[src/rtl/fetch_pkg.sv]
// Shared types and constants for the instruction-fetch stage.
package fetch_pkg;

  localparam int unsigned XLEN = 32;

  localparam logic [XLEN-1:0] EBREAK_WORD = 32'h0010_0073;
  localparam logic [XLEN-1:0] NOP_WORD    = 32'h0000_0013;

  typedef enum logic [1:0] {
    IDLE = 2'd0,
    RUN  = 2'd1,
    HALT = 2'd2
  } state_e;

endpackage : fetch_pkg

[src/rtl/fetch_next_pc.sv]
// Next-PC selection: redirect target or sequential pc+4 wrapped at the memory span.
module fetch_next_pc
  import fetch_pkg::*;
#(
  parameter int unsigned IMEM_BYTES = 512
) (
  input  logic [XLEN-1:0] pc_i,
  input  logic            redirect_valid_i,
  input  logic [XLEN-1:0] redirect_target_i,
  output logic [XLEN-1:0] next_pc_o,
  output logic            misaligned_o
);

  localparam int unsigned SUM_W = XLEN + 1;

  logic [SUM_W-1:0] seq_sum;
  logic [XLEN-1:0]  seq_pc;

  // Sequential successor; widened so the wrap compare cannot overflow.
  always_comb begin
    seq_sum = {1'b0, pc_i} + SUM_W'(4);
    seq_pc  = (seq_sum >= SUM_W'(IMEM_BYTES)) ? '0 : seq_sum[XLEN-1:0];
  end

  // Redirect wins over sequential flow; flag non-word-aligned targets.
  always_comb begin
    misaligned_o = redirect_valid_i && (redirect_target_i[1:0] != 2'b00);
    next_pc_o    = redirect_valid_i ? redirect_target_i : seq_pc;
  end

endmodule : fetch_next_pc

[src/rtl/fetch_unit.sv]
// Instruction-fetch stage: owns the PC, drives imem address, fills the IF/ID register.
module fetch_unit #(
  parameter logic [31:0] RESET_PC    = 32'h0000_0000,
  parameter int unsigned IMEM_BYTES  = 512,
  parameter logic [31:0] EBREAK_WORD = fetch_pkg::EBREAK_WORD
) (
  input  logic        clk,
  input  logic        rst,
  input  logic        start,
  input  logic        redirect_valid,
  input  logic [31:0] redirect_target,
  output logic [31:0] read_address,
  input  logic [31:0] instr_in,
  output logic        if_valid,
  input  logic        if_ready,
  output logic [31:0] if_instr,
  output logic [31:0] if_pc,
  output logic [31:0] if_pc_plus4,
  output logic        halted,
  output logic        fetch_err
);

  import fetch_pkg::*;

  state_e          state_q, state_d;
  logic [XLEN-1:0] pc_q, pc_d;
  logic            if_valid_q, if_valid_d;
  logic [XLEN-1:0] if_instr_q, if_instr_d;
  logic [XLEN-1:0] if_pc_q, if_pc_d;
  logic [XLEN-1:0] if_pc4_q, if_pc4_d;
  logic            halted_q, halted_d;
  logic            fetch_err_q, fetch_err_d;

  logic [XLEN-1:0] next_pc;
  logic            misaligned;
  logic            load;

  fetch_next_pc #(
    .IMEM_BYTES (IMEM_BYTES)
  ) u_next_pc (
    .pc_i              (pc_q),
    .redirect_valid_i  (redirect_valid),
    .redirect_target_i (redirect_target),
    .next_pc_o         (next_pc),
    .misaligned_o      (misaligned)
  );

  assign load = !if_valid_q || if_ready;

  // State register and IF/ID register with synchronous reset.
  always_ff @(posedge clk) begin
    if (rst) begin
      state_q     <= IDLE;
      pc_q        <= RESET_PC;
      if_valid_q  <= 1'b0;
      if_instr_q  <= '0;
      if_pc_q     <= '0;
      if_pc4_q    <= '0;
      halted_q    <= 1'b0;
      fetch_err_q <= 1'b0;
    end else begin
      state_q     <= state_d;
      pc_q        <= pc_d;
      if_valid_q  <= if_valid_d;
      if_instr_q  <= if_instr_d;
      if_pc_q     <= if_pc_d;
      if_pc4_q    <= if_pc4_d;
      halted_q    <= halted_d;
      fetch_err_q <= fetch_err_d;
    end
  end

  // Next-state: redirect (or misaligned error) beats load, load beats stall.
  always_comb begin
    state_d     = state_q;
    pc_d        = pc_q;
    if_valid_d  = if_valid_q;
    if_instr_d  = if_instr_q;
    if_pc_d     = if_pc_q;
    if_pc4_d    = if_pc4_q;
    halted_d    = halted_q;
    fetch_err_d = fetch_err_q;

    unique case (state_q)
      IDLE: begin
        if (misaligned) begin
          if_valid_d  = 1'b0;
          fetch_err_d = 1'b1;
          halted_d    = 1'b1;
          state_d     = HALT;
        end else begin
          if (redirect_valid) pc_d = next_pc;
          if (start) state_d = RUN;
        end
      end
      RUN: begin
        if (misaligned) begin
          if_valid_d  = 1'b0;
          fetch_err_d = 1'b1;
          halted_d    = 1'b1;
          state_d     = HALT;
        end else if (redirect_valid) begin
          if_valid_d = 1'b0;
          pc_d       = next_pc;
        end else if (load) begin
          if_instr_d = instr_in;
          if_pc_d    = pc_q;
          if_pc4_d   = pc_q + XLEN'(4);
          if_valid_d = 1'b1;
          if (instr_in == EBREAK_WORD) begin
            halted_d = 1'b1;
            state_d  = HALT;
          end else begin
            pc_d = next_pc;
          end
        end
      end
      HALT: begin
        // Let decode drain a presented ebreak; nothing else moves.
        if (if_valid_q && if_ready) if_valid_d = 1'b0;
      end
      default: state_d = IDLE;
    endcase
  end

  assign read_address = pc_q;
  assign if_valid     = if_valid_q;
  assign if_instr     = if_instr_q;
  assign if_pc        = if_pc_q;
  assign if_pc_plus4  = if_pc4_q;
  assign halted       = halted_q;
  assign fetch_err    = fetch_err_q;

endmodule : fetch_unit

[config.mk]
export PLATFORM = sky130hd
export DESIGN_NAME = fetch_unit
export DESIGN_NICKNAME = d
export VERILOG_FILES = /design/src/rtl/fetch_pkg.sv /design/src/rtl/fetch_next_pc.sv /design/src/rtl/fetch_unit.sv
export SDC_FILE = /design/constraint.sdc
export NUM_CORES = 1
export LEC_CHECK = 0
export ABC_CLOCK_PERIOD_IN_PS = 2900
export CAP_MARGIN = 20
export CORE_MARGIN = 2
export CORE_UTILIZATION = 33
export DETAILED_ROUTE_END_ITERATION = 6
export GPL_TIMING_DRIVEN = 1
export SKIP_LAST_GASP = 1
export SLEW_MARGIN = 5
export SYNTH_ARGS = -nofsm -noshare
export SYNTH_HDL_FRONTEND = slang
export SYNTH_HIERARCHICAL = 1
export SYNTH_SLANG_ARGS = --single-unit
[constraint.sdc]
create_clock -name clk -period 2.9 [get_ports clk]
set_input_delay 0.87 -clock clk [delete_from_list [all_inputs] [get_ports clk]]
set_output_delay 0.87 -clock clk [all_outputs]
set_load 0.005 [all_outputs]
# Word level (Yosys, flattened, before mapping)
# Cells that the tools add are included.
# classes
order_cmp	1
bitwise_logic	3
eq_ne	15
n_addsub	2
n_reduce_logical	15
muxes	28
# op_table
cell	n
$mux 32	8
$pmux 32 s2	1
$add 32x3->33 const B	1
$ge 33x10->1 const B	1
$add 32x3->32 const B	1
$eq 32x21->1 const B	1
$ne 3x3->1 const B	6
$mux 2	6
$mux 1	10
$ne 2x2->1 const B	5
$reduce_and 5->1	2
$reduce_and 4->1	2
$pmux 2 s3	1
$reduce_and 6->1	1
$ne 4x4->1 const B	1
$reduce_bool 2->1	2
$not 1->1	3
$pmux 1 s3	1
$reduce_bool 3->1	1
$eq 2x1->1 const B	1
$eq 2x2->1 const B	1
$logic_and 1x1->1	2
$logic_not 2->1	1
$pmux 1 s2	1
4 further kinds	4
# word_totals
in_bits	69
word_cells	72
ff_bits	133
output_inout_bits	131

# Depth between registers and ports, before layout
# Gate-level depths: netlist of run 1.
# logic_depth
word_depth	9
mapped_depth	11
mapped_depth_nobuf	11

# Cells and area by module
# Netlist of run 1, hierarchy kept.
# by_module_without_submodules
mod	cells_each	area_per_inst_um2	seq_area_each_um2	instances
fetch_unit	748	5947.0	2622.5	1
fetch_next_pc	157	973.4	0.0	1

# Least setup slack after synthesis of run 1
# Ideal clock, no wire load.
# synth_path
kind	flip-flop to flip-flop
start	register pc_q[2], in the netlist read_address[2]
end	register pc_q[4], in the netlist read_address[4]
arrival_time_ps	2682
path_buffers	0
stages_incl_launch_ff	12
slack_ps	139
required_ps	2821
period_less_slack_ps	2761
setup_ps	79
path_cell_list	dfxtp_1 -> ha_1 -> nand3_1 -> nor3_1 -> o2111a_1 -> o22ai_1 -> nor4_1 -> nand4_4 -> o21ai_1 -> and3_1 -> a31oi_1 -> o211ai_1
# synth_via
elab_chain_cells	9
word_cells_on_any_way	11
classes_between	add/sub: 1; order compare: 1; mux: 9
# synth_rtl
element	line_no	source
from (decl)	fetch_unit.sv:26	logic [XLEN-1:0] pc_q, pc_d;
from (signal assigned)	fetch_unit.sv:63	pc_q <= pc_d;
$add 32x3->33 (*)	fetch_next_pc.sv:21	seq_sum = {1'b0, pc_i} + SUM_W'(4);
$ge 33x10->1	fetch_next_pc.sv:22	seq_pc = (seq_sum >= SUM_W'(IMEM_BYTES)) ? '0 : seq_sum[XLEN-1:0];
$mux 32 (*)	fetch_next_pc.sv:22	
$mux 32 (*)	fetch_next_pc.sv:28	next_pc_o = redirect_valid_i ? redirect_target_i : seq_pc;
via next_pc[4]	fetch_unit.sv:34	logic [XLEN-1:0] next_pc;
$mux 32	fetch_unit.sv:110	if (instr_in == EBREAK_WORD) begin
$mux 32	fetch_unit.sv:105	end else if (load) begin
$mux 32	fetch_unit.sv:102	end else if (redirect_valid) begin
$mux 32	fetch_unit.sv:97	if (misaligned) begin
$pmux 32 s2 (*)	fetch_unit.sv:84	unique case (state_q)
# The timed path passes the listed nets; every way through them passes the cells marked *. The select of a mux whose other input is x is not followed.
# A chain may end at the register's enable or synchronous reset.

# Worst setup path in the final report of run 1
# layout_path
start	register pc_q[9], in the netlist read_address[9]
end	register pc_q[7], in the netlist read_address[7]
# layout_via
elab_chain_cells	9
word_cells_on_any_way	11
classes_between	add/sub: 1; order compare: 1; mux: 9
# layout_rtl
element	line_no
$add 32x3->33 (*)	fetch_next_pc.sv:21
$ge 33x10->1 (*)	fetch_next_pc.sv:22
$mux 32 (*)	fetch_next_pc.sv:22
$mux 32 (*)	fetch_next_pc.sv:28
via next_pc[7]	fetch_unit.sv:34
$mux 32	fetch_unit.sv:110
$mux 32	fetch_unit.sv:105
$mux 32	fetch_unit.sv:102
$mux 32	fetch_unit.sv:97
$pmux 32 s2 (*)	fetch_unit.sv:84
# Marks and branches as above.

==> run summary, run 1 <==
Status -> complete, no violations
CP max stage delay -> 0.61 ns
Clock buffer depth -> 2
Crit path cell chain -> nand4_2 -> or4_4 -> nor3_1 -> a21oi_1 -> a2111oi_4 -> buf_4 -> nand4_4 -> o21ai_2 -> and3_1 -> a31oi_1 -> o211ai_1
Final hold slack -> 0.4514 ns
Achievable clock frequency -> 0.3627 GHz
Cts hold-fix bufs -> 0
Clock transition at path regs -> 0.06 ns
Critical Path AT -> 3.10 ns
Ys Warns -> 6
Setup crit end kind -> flop
RSZ-0062 raised after global routing -> true
Post-DRT Antenna Nets -> 0
HPWL after DPL -> 16.90 mm
Netlist cell types -> 60
Residual DRC count -> 0
Leak -> 0.003430 uW
Largest family of logic cells by synthesized area -> simple AND/OR/NAND/NOR gates
Simple-gate share of the synthesized area -> 29.65%
Synth Net Count -> 976
Power per cell area -> 458.4 nW/um2
# diodes -> 0
Adder-cell share of the synthesized area -> 0.3616%
Mux contribution to synthesized area -> 0.6147%
Pre-antenna DRT Iters -> 5
Initial DRC count -> 552
Slew margin rel. -> 54.96%
Die ar. -> 22,150 um2
Placed Cells -> 1,365
Flip-flop and latch count after synthesis -> 131
Max-Cap Viols -> 0
Antenna violations before repair -> 0
Row cnt -> 52
Area grow syn2layout -> 48.02%
WHS Path Cells -> 2
Largest net degree at the start of global routing -> 65
Fill cells -> 1,992
Initial Util -> 33.87%
Root cell of the clock tree -> clkbuf_16
Syn Inst Count -> 905
Chip Height -> 148.8 um
Grt total ovfl -> 0
Final RePlAce weighted congestion -> 0.9025
Chip width -> 148.8 um
Synthesized area per cell -> 7.647 um2
Worst hold path type -> flop to flop
Maximum VDD drop -> 344.8 uV
Worst-path fanout max -> 5
Tot GR Track Use -> 21.32%
Nets -> 1,187
CP required -> 3.24 ns
XOR/XNOR Fraction of Synth Area -> 3.291%
Synth Area in Compound Gates -> 22.53%
Avg WL per Cell -> 17.32 um
Final Max Tran Viols -> 0
Vias in the first global route -> 7,013
Final setup fails -> 0
Main synth FF type -> dfxtp_1
CP Depth -> 11
Worst-margin pin slew -> 0.6756 ns
Worst Clk Skew -> 0.009578 ns
Synth Cell Area -> 6920 um2
Final hold vios -> 0
CTS tree -> built
Worst-Skew Late Latency -> 0.43 ns
Detailed-route via count -> 7,540
Part of the Yosys area used for sequential elements -> 37.90%
Async SR Flop Fraction -> 0%
Detailed-route vias per instance -> 5.390
Top Ports -> 200
Worst r2r path cells -> 11
# clock sinks -> 131
Crit path launch type -> flop
Placeable Area -> 20,430 um2
Layout cells sized above 1 -> 11.87%
Final period utilization -> 95.08%
H-tree Lvls -> 4
Final Util -> 50.14%
Delay-heaviest family, CP -> simple AND/OR/NAND/NOR gates
Final Non-Filler Cells -> 1,399
Port Buffers -> 199
Slowest-stage cell, CP -> or4_4
Tmin final -> 2.757 ns
WP buf/inv -> 1
Cts bufs inserted -> 17
Crit Path Class -> flop to flop
Post-Route WL -> 24.22 mm
First-pass GRT wire length -> 37.39 mm
Post-synth EDFFs -> 0
==> synthesized netlist by cell type (3+ instances only) <==
cell | instances | share of area [%]
o211ai_1 | 64 | 6.9
xnor2_1 | 22 | 2.8
clkbuf_1 | 64 | 3.5
a211oi_1 | 23 | 2.5
nand2_1 | 191 | 10
nor2_1 | 42 | 2.3
dfxtp_1 | 131 | 38
xor2_1 | 4 | 0.51
nand3_1 | 24 | 1.7
or4_1 | 3 | 0.33
buf_2 | 12 | 0.87
nand4_1 | 12 | 1.1
or3_1 | 3 | 0.27
inv_1 | 17 | 0.92
and4_1 | 11 | 1.4
a21oi_1 | 74 | 5.4
o2111a_1 | 4 | 0.65
o21ai_1 | 9 | 0.65
nor4_1 | 21 | 1.9
nand2b_1 | 4 | 0.36
nor3_1 | 14 | 1.0
a311oi_1 | 5 | 0.63
o21ai_0 | 7 | 0.51
and2_1 | 26 | 2.4
a31oi_1 | 33 | 3.0
and3_1 | 37 | 3.3
==> path summary, 6_finish.rpt <==
| path | slack [ns] | endpoint | from |
|---|---|---|---|
| setup / recovery | 0.14 | read_address[7] | read_address[9] |
| hold / removal | 0.45 | if_pc[31] | if_pc[31] |
| setup reg to reg | 0.14 | read_address[7] | read_address[9] |
| hold reg to reg | 0.45 | if_pc[31] | if_pc[31] |
==> where the power goes <==
group | leakage (uW) | switching [uW] | internal, uW | total, uW
Sequential | 0.00106 | 35.3 | 1850 | 1880
Clock | 0.000288 | 829 | 1360 | 2190
Combinational | 0.00208 | 320 | 308 | 627
Total | 0.00343 | 1180 | 3510 | 4700
==> logic make-up (layout without fill, tap and decap cells) <==
group / count (synthesis) / in the layout
buffers and inverters: 98 / 321
and+or+nand+nor: 409 / 410
adders and majority gates: 2 / 2
AOI/OAI and AO/OA: 235 / 235
xor gates and xnor gates: 26 / 26
muxes: 4 / 4
DFF: 131 / 131
==> flip-flops by register name, summed over array words and instances (netlist names) <==
signal,count
fetch_err,1
read_address,32
halted,1
if_valid,1
if_instr,32
state_q,2
if_pc_plus4,30
if_pc,32
==> tightest hold or removal path, stage by stage, from the launching register on <==
cell	delay (ns)
dfxtp_1	0.30
nand2_1	0.05
a21oi_1	0.05
==> final cells by class <==
class                   count  area (um2)  area share (%)
clock buffers              21       480.5           4.690
clock inverters            11       126.4           1.234
inverters                  17       63.81          0.6229
multi-input cells         677        3986           38.92
flip-flops and latches    131        2624           25.61
well taps                 270       337.8           3.298
repair buffers            272        2625           25.63
==> routing by layer <==
layer / vias up / wire length, um / track usage, %
met5: - / 0 / 0
met4: 0 / 621 / 8.524
met3: 42 / 1612 / 3.945
met2: 288 / 10950 / 33.96
met1: 3520 / 11040 / 28.61
li1: 3690 / - / -
==> what timing repair did <==
item | 4_1_cts | 5_1_grt
gates resized for setup | 0 | 12
endpoints found under the setup margin | 0 | 9
setup buffers | 0 | 1
==> cells in the final DEF (no fill, tap or decap), types with 11 or more instances in the layout <==
cell and instances:
buf_4 67, xnor2_1 22, nor4_1 19, clkdlybuf4s50_1 198, and2_1 25, and3_1 37, inv_1 17, o211ai_1 64
nor2_1 41, nand3_1 24, dfxtp_1 130, nand2_1 190, a211oi_1 23, clkbuf_16 17, and4_1 11, a21oi_1 74
a31oi_1 33, nand4_1 12, nor3_1 13
==> metrics by stage <==
step | instance area [um2] | power (uW) | setup slack (ns) | setup TNS [ns]
2_1_floorplan | 6920 | 2188 | 0.1391 | 0
3_3_place_gp | 9565 | 2517 | 0.01108 | 0
3_5_place_dp | 9565 | 2520 | 0.003323 | 0
4_1_cts | 10170 | 4702 | 0.08122 | 0
5_1_grt | 10240 | 4848 | -0.01568 | -0.02798
6_report | 10240 | 4696 | 0.1425 | 0
No activity file was read; power rests on OpenSTA's default activity.
==> run 2: changes to the inputs <==
--- a/config.mk
+++ b/config.mk
@@ -5,6 +5,7 @@
 export SDC_FILE = /design/constraint.sdc
 export NUM_CORES = 1
 export LEC_CHECK = 0
+export ABC_AREA = 1
 export ABC_CLOCK_PERIOD_IN_PS = 2900
 export CAP_MARGIN = 20
 export CORE_MARGIN = 2
==> run 2 against run 1 <==
Compared with the run above: sequential power grew 6%; largest cell class unchanged; critical path depth is 10 lower; non-clock buffer count down 33; clock-buffer cell count is 1 lower.
==> run summary, run 2 <==
Commonest cells post-synth -> 339 x nand2_1, 150 x nor2_1, 138 x inv_1
Synth Net Count -> 1,222
Detailed-route via count -> 7,740
Area grow syn2layout -> 43.35%
Avg WL per Cell -> 14.48 um
Pre-antenna DRT Iters -> 5
RSZ-0062 raised after global routing -> false
Simple-gate share of the synthesized area -> 37.46%
Critical Path AT -> 1.74 ns
Initial DRC count -> 626
Part of the Yosys area used for sequential elements -> 36.20%
Netlist cell types -> 42
Synth top area cells -> dfxtp_1 36%, nand2_1 18%, nor2_1 7.8%, a21oi_1 7.2%, inv_1 7.2%
Final Max Tran Viols -> 0
Slew margin rel. -> 58.79%
Tmin final -> 2.613 ns
Multi-input logic area -> 3819 um2
Post-Route WL -> 23.87 mm
Slowest-stage cell, CP -> dfxtp_1
Root cell of the clock tree -> clkbuf_16
Cts hold-fix bufs -> 0
Row cnt -> 54
Post-CTS Resized -> 0
Grt total ovfl -> 0
CP max stage delay -> 0.71 ns
Crit path launch type -> flop
Cts bufs inserted -> 17
TNS Setup -> 0 ns
Worst-Skew Late Latency -> 0.42 ns
Largest family of logic cells by synthesized area -> simple AND/OR/NAND/NOR gates
Final setup fails -> 0
Status -> complete, no violations
Final Util -> 47.88%
Reg area -> 2623 um2
Syn Inst Count -> 1,151
Residual DRC count -> 0
HPWL after DPL -> 17.73 mm
Worst-path fanout max -> 14
Largest area contributor in the netlist -> dfxtp_1
Achievable clock frequency -> 0.3827 GHz
Crit path cell chain -> clkdlybuf4s50_1
Synth Area in Compound Gates -> 12.63%
Fill cells -> 2,210
Worst-margin pin slew -> 0.6181 ns
Max-Cap Viols -> 0
Main synth FF type -> dfxtp_1
Leak -> 0.004411 uW
Worst hold path type -> flop to flop
Crit Path Class -> flop to output pin
Post-synth EDFFs -> 0
Post-DRT Antenna Nets -> 0
First-pass GRT wire length -> 38.36 mm
CTS tree -> built
Worst Clk Skew -> 0.006088 ns
Tot GR Track Use -> 20.48%
Maximum VDD drop -> 321.4 uV
Flip-flop and latch count after synthesis -> 131
Most frequent cells in the layout -> 338 x nand2_1, 198 x clkdlybuf4s50_1, 150 x nor2_1
XOR/XNOR Fraction of Synth Area -> 2.176%
Clock buffer depth -> 2
Ys Warns -> 6
Top Ports -> 200
Dpl cell area -> 9703 um2
Port Buffers -> 199
Final hold vios -> 0
WP buf/inv -> 1
Placeable Area -> 21,690 um2
Vias in the first global route -> 7,230
Top-count cell post-synth -> nand2_1
Antenna violations before repair -> 0
Delay-heaviest family, CP -> flip-flops
# diodes -> 0
Die ar. -> 23,150 um2
H-tree Lvls -> 4
Synth Cell Area -> 7244 um2
Layout cells sized above 1 -> 8.114%
Total chip power -> 5339 uW
Final RePlAce weighted congestion -> 0.8885
Clock transition at path regs -> 0.06 ns
Initial Util -> 33.40%
Synth top area share -> 36.20%
Largest net degree at the start of global routing -> 65
Setup crit end kind -> output pin
Chip width -> 152.2 um
Power per cell area -> 514.1 nW/um2
Post-route cell area -> 10,390 um2
Synthesized area per cell -> 6.294 um2
Detailed-route vias per instance -> 4.697
# clock sinks -> 131
Adder-cell share of the synthesized area -> 0.3454%
Async SR Flop Fraction -> 0%
Mux contribution to synthesized area -> 0%
Nets -> 1,426
CP required -> 2.03 ns
Commonest non-fill, non-tap cell in the layout -> nand2_1
Chip Height -> 152.2 um
Setup bufs post-CTS -> 0
Final period utilization -> 90.11%
==> run 2: changes by cell type in the layout (fill, tap and decap cells not counted), sizes merged, moves of 31 or more <==
cell	change
nand3	+45
nor2	+126
nand2	+152
o211ai	-61
buf	-33
inv	+129
and3	-36
a31oi	-31
==> run 2: cells by family after synthesis <==
logic type	Yosys count
flops	131
buf+inv	200
compound gates	171
fa+ha+maj	2
simple gates	629
xor+xnor	18
==> run 2: report_power, final <==
part	switching [uW]	internal (uW)
clock network	832	1660
registers	127	1880
logic	427	414
total	1390	3950
==> run 2: worst paths after layout <==
check,to,startpoint,cells past startpoint,slack (ns)
setup / recovery,read_address[23],read_address[23],1,0.29
hold / removal,halted,halted,2,0.45
setup reg to reg,read_address[1],read_address[9],16,0.38
hold reg to reg,halted,halted,2,0.45
==> run 2: layer usage <==
metal / routed length [um] / vias to the layer above / GRT usage [%] / part of all wire [%]
met5: 0 / - / 0 / 0
met4: 350 / 0 / 5.785 / 1.5
met3: 1500 / 24 / 4.892 / 6.3
met2: 10770 / 240 / 32.88 / 45
met1: 11250 / 3448 / 27.51 / 47
li1: - / 4028 / - / -
==> run 2: worst min-delay path, cell delays in order, from the launching register on <==
cell and delay [ns]:
dfxtp_1 0.31, inv_1 0.05, a21oi_1 0.05
==> run 2: area by class of cell <==
| type | instances | share of cell area [%] |
|---|---|---|
| inverters | 146 | 5.289 |
| repair buffers | 239 | 22.75 |
| well taps | 280 | 3.373 |
| clock inverters | 12 | 2.169 |
| flip-flops and latches | 131 | 25.25 |
| clock buffers | 20 | 4.398 |
| multi-input cells | 820 | 36.77 |
==> run 2: per-stage QoR <==
step                      std cells  setup slack [ns]  hold slack (ns)
after floorplan                1151            0.5476           0.4466
after global placement         1616            0.2676           0.4431
after detailed placement       1616            0.1968           0.4448
after CTS                      1648            0.2607           0.4542
after global routing           1648            0.1256           0.4825
final                          1648            0.2869           0.4499
==> run 3: changes to the inputs <==
--- a/config.mk
+++ b/config.mk
@@ -5,13 +5,13 @@
 export SDC_FILE = /design/constraint.sdc
 export NUM_CORES = 1
 export LEC_CHECK = 0
-export ABC_AREA = 1
 export ABC_CLOCK_PERIOD_IN_PS = 2900
 export CAP_MARGIN = 20
 export CORE_MARGIN = 2
 export CORE_UTILIZATION = 33
 export DETAILED_ROUTE_END_ITERATION = 6
 export GPL_TIMING_DRIVEN = 1
+export PLACE_DENSITY_LB_ADDON = 0.08
 export SKIP_LAST_GASP = 1
 export SLEW_MARGIN = 5
 export SYNTH_ARGS = -nofsm -noshare
==> run 3 against run 2 <==
Compared with the run above: highest routed layer unchanged; clock power shrank 11%; maximum frequency shrank 8.4%; critical path type is now flop to flop; sequential cell count is the same; power shrank 11%; critical endpoint is now read_address[7]; largest cell class unchanged; via count shrank 3.2%; register-to-register slack lost 0.33 ns.
==> run summary, run 3 (same netlist as run 1, synthesis figures left out) <==
Commonest non-fill, non-tap cell in the layout -> clkdlybuf4s50_1
Post-Route WL -> 24.75 mm
Final hold vios -> 0
Pre-antenna DRT Iters -> 5
Worst-margin pin slew -> 0.8586 ns
Cts hold-fix bufs -> 0
Maximum VDD drop -> 340.2 uV
Row cnt -> 52
Nets -> 1,194
Port Buffers -> 199
Final setup fails -> 0
Placeable Area -> 20,430 um2
Detailed-route via count -> 7,493
Critical Path AT -> 3.20 ns
Fill cells -> 2,016
Worst setup startpoint -> read_address[13]
Cts bufs inserted -> 17
Root cell of the clock tree -> clkbuf_16
Top Ports -> 200
Area grow syn2layout -> 50.73%
Achievable clock frequency -> 0.3507 GHz
Slew margin rel. -> 42.51%
Worst r2r path cells -> 12
Clock buffer depth -> 2
Worst Clk Skew -> 0.008858 ns
Crit path launch type -> flop
Chip Height -> 148.8 um
Detailed-route vias per instance -> 5.329
Antenna violations before repair -> 0
Largest net degree at the start of global routing -> 51
RSZ-0062 raised after global routing -> true
Max-Cap Viols -> 0
Most frequent cells in the layout -> 198 x clkdlybuf4s50_1, 190 x nand2_1, 126 x dfxtp_1
Status -> complete, no violations
Power per cell area -> 456.7 nW/um2
Die ar. -> 22,150 um2
Tmin final -> 2.852 ns
Reg-to-Reg Start -> read_address[13]
Final Max Tran Viols -> 0
Total chip power -> 4764 uW
Hold_sp -> if_instr[27]
Chip width -> 148.8 um
# clock sinks -> 131
Worst hold path type -> flop to flop
Residual DRC count -> 0
Layout cells sized above 1 -> 13.38%
H-tree Lvls -> 4
CTS tree -> built
Tot GR Track Use -> 22.04%
Clock transition at path regs -> 0.06 ns
Final period utilization -> 98.34%
Initial Util -> 33.87%
HPWL after DPL -> 17.31 mm
Crit Path Class -> flop to flop
CP required -> 3.25 ns
Worst-path fanout max -> 5
# diodes -> 0
Final RePlAce weighted congestion -> 0.8720
Grt total ovfl -> 0
TNS Setup -> 0 ns
WHS Path Cells -> 2
Initial DRC count -> 437
Vias in the first global route -> 7,021
Post-DRT Antenna Nets -> 0
First-pass GRT wire length -> 38.58 mm
Worst-Skew Late Latency -> 0.43 ns
Avg WL per Cell -> 17.61 um
Setup crit end kind -> flop
Leak -> 0.003494 uW
run 3: cell count changes in the layout (fill, tap and decap cells not counted), sizes merged, moves of 40 or more:
cell	previous run	this run
buf	41	81
inv	147	20
nand2	343	191
nand3	70	25
nor2	168	42
o211ai	3	64
run 3: repair_timing:
item | in CTS | in global routing
pin swaps | 1 | 14
setup buffers | 0 | 8
setup endpoints to repair | 9 | 9
gates cloned | 0 | 1
resized for setup | 3 | 34
run 3: routing by layer:
layer,share of wire (%),global-route usage (%),vias up,wire length [um]
li1,-,-,3713,-
met1,47,30.34,3510,11670
met2,45,34.98,240,11240
met3,5.9,4.985,30,1471
met4,1.5,5.810,0,377
met5,0,0,-,0
run 3: report_power, final:
group	switching (uW)	total (uW)	leakage, uW	internal, uW
Sequential	37.7	1880	0.00106	1850
Combinational	334	660	0.00215	325
Clock	860	2220	0.000284	1360
run 3: area by class of cell:
type	instances	area [um2]	area share [%]
Timing Repair Buffer	279	2721	26.09
Tap cell	270	337.8	3.239
Multi-Input combinational cell	677	4068	38.99
Sequential cell	131	2634	25.25
Inverter	17	63.81	0.6117
Clock inverter	14	177.7	1.703
Clock buffer	18	429.2	4.114
run 3: worst paths after layout:
| kind | to | slack (ns) |
|---|---|---|
| worst max register to register | read_address[7] | 0.05 |
| worst max-delay path | read_address[7] | 0.05 |
| worst min register to register | if_instr[27] | 0.45 |
| worst min-delay path | if_instr[27] | 0.45 |
run 3: metrics by stage:
stage	setup slack (ns)	cells	hold slack [ns]	instance area, um2	utilization, %
2_1_floorplan	0.1391	905	0.4527	6920	-
3_5_place_dp	-0.1376	1365	0.4461	9590	46.94
6_report	0.04820	1406	0.4508	10430	51.06
4_1_cts	-0.01587	1397	0.4547	10210	49.97
3_3_place_gp	-0.08372	1365	0.4408	9590	46.94
5_1_grt	-0.05650	1406	0.4676	10430	51.06
run 3: critical path: stages (launching register included):
cell and delay, ns:
dfxtp_1 0.37, and4_1 0.33, nand2_1 0.11, buf_4 0.17, nor4_1 0.35, xor2_1 0.14, nor4_2 0.33, buf_4 0.20
nand4_4 0.21, o21ai_4 0.22, and3_4 0.21, a31oi_2 0.04, o211ai_1 0.08
==> RTL edit: new RTL, config.mk and constraints of run 3 <==
Encoding of `state_e`: now one-hot (3 bits for 3 states).
--- a/src/rtl/fetch_pkg.sv
+++ b/src/rtl/fetch_pkg.sv
@@ -6,10 +6,10 @@
   localparam logic [XLEN-1:0] EBREAK_WORD = 32'h0010_0073;
   localparam logic [XLEN-1:0] NOP_WORD    = 32'h0000_0013;
 
-  typedef enum logic [1:0] {
-    IDLE = 2'd0,
-    RUN  = 2'd1,
-    HALT = 2'd2
+  typedef enum logic [2:0] {
+    IDLE = 3'b001,
+    RUN  = 3'b010,
+    HALT = 3'b100
   } state_e;
 
 endpackage : fetch_pkg
Check against the original RTL: no difference found for any inputs over 4 cycles, from zero or initial values and one cycle with rst high; so few cycles prove little.
==> RTL edit against run 3 <==
Critical path depth fell by 3. Final cell count fell by 5.5%. Design area fell by 6.8%. Synthesized cell count fell by 7.7%. Routed wire length fell by 13%. Worst setup slack improved by 0.13 ns. Combinational power rose by 83%. Synthesized area fell by 4.9%. Sequential cell count rose by 1. Fmax rose by 4.8%. First-iteration DRC count fell by 24%. Power rose by 16%. Die area fell by 4.8%. Clock power rose by 4%.
==> RTL edit: results (changes against run 3) <==
outcome: finished, final reports clean
Critical path origin: read_address[3]
Synth area leaders: dfxtp_1 40%, nand2_1 13%, a21oi_1 6.4%
Mapped Cells: 835 (-7.7%)
Period Utilization, post-route: 93.8% (-4.5 points)
Static Leakage: 3.32 nW (-4.9%)
layout cell share with drive strength beyond 1: 10.2% (-3.2 points)
placed cell areas: 9050 um^2 (-5.6%)
initial DRC count: 331 (-24%)
Routed met1 length: 10.3 mm (-12%)
CP max stage delay: 0.47 ns (+0.10 ns)
NumNets Final: 1122 (-6.0%)
Via density: 4.93 (-7.5%)
VDD IR max: 0.407 mV (+20%)
top post-synthesis cells by count: 233 x nand2_1, 132 x dfxtp_1, 84 x a21oi_1
largest net degree at the start of global routing: 89 (+75%)
vias in the first global route: 6246 (-11%)
clock skew: 0.00938 ns (+0.000520 ns)
HP Start: if_instr[7]
CP Capture Point: read_address[6]
register area share after synthesis: 40.2% (+2.3 points)
met3 Use GR: 4.87% (-0.11 points)
r2r setup slk: 0.18 ns (+0.13 ns)
GR Util All Layers: 20.1% (-2.0 points)
Arr. time, crit path: 3.07 ns (-0.13 ns)
WL met2: 9.85 mm (-12%)
WHS Endpoint: if_instr[7]
Worst Hold Margin: 0.452 ns (+0.00115 ns)
GPL Wtd Cong: 0.823 (-5.6%)
distinct cell type count after synthesis: 65 (+8.3%)
post-synthesis net count: 906 (-7.2%)
wire length on met3: 1.12 mm (-24%)
dpl cells: 1295 (-5.1%)
grt met2 use: 32.3% (-2.6 points)
drt total wl: 21.5 mm (-13%)
slowest CP cell: or3_1
## RTL edit: area by class of cell
type | instances | area, um^2
clock buffers | 20 | 447
clock inverters | 12 | 178
inverters | 13 | 48.8
well taps | 265 | 332
flip-flops and latches | 132 | 2640
repair buffers | 251 | 2450
multi-input cells | 636 | 3620
fillers | 1964 | 9800
## RTL edit: cells by family (layout without fill, tap and decap cells)
family / Yosys count / after routing / share of synthesized area (%)
and+or+nand+nor: 408 / 409 / 29.7
AOI/OAI and AO/OA: 156 / 156 / 14.1
DFF: 132 / 132 / 40.2
buffers and inverters: 68 / 296 / 5.57
muxes: 40 / 40 / 6.12
xor gates and xnor gates: 29 / 29 / 3.86
adders and majority gates: 2 / 2 / 0.380
## RTL edit: report_power, final
group	switching, mW	internal, mW	leakage (nW)
sequential	0.0946	1.92	1.07
combinational	0.604	0.603	1.95
clock	0.841	1.46	0.304
## RTL edit: worst min-delay path, stage by stage (launching register included)
cell	delay [ns]
dfxtp_1	0.31
nand2_1	0.05
a21oi_1	0.05
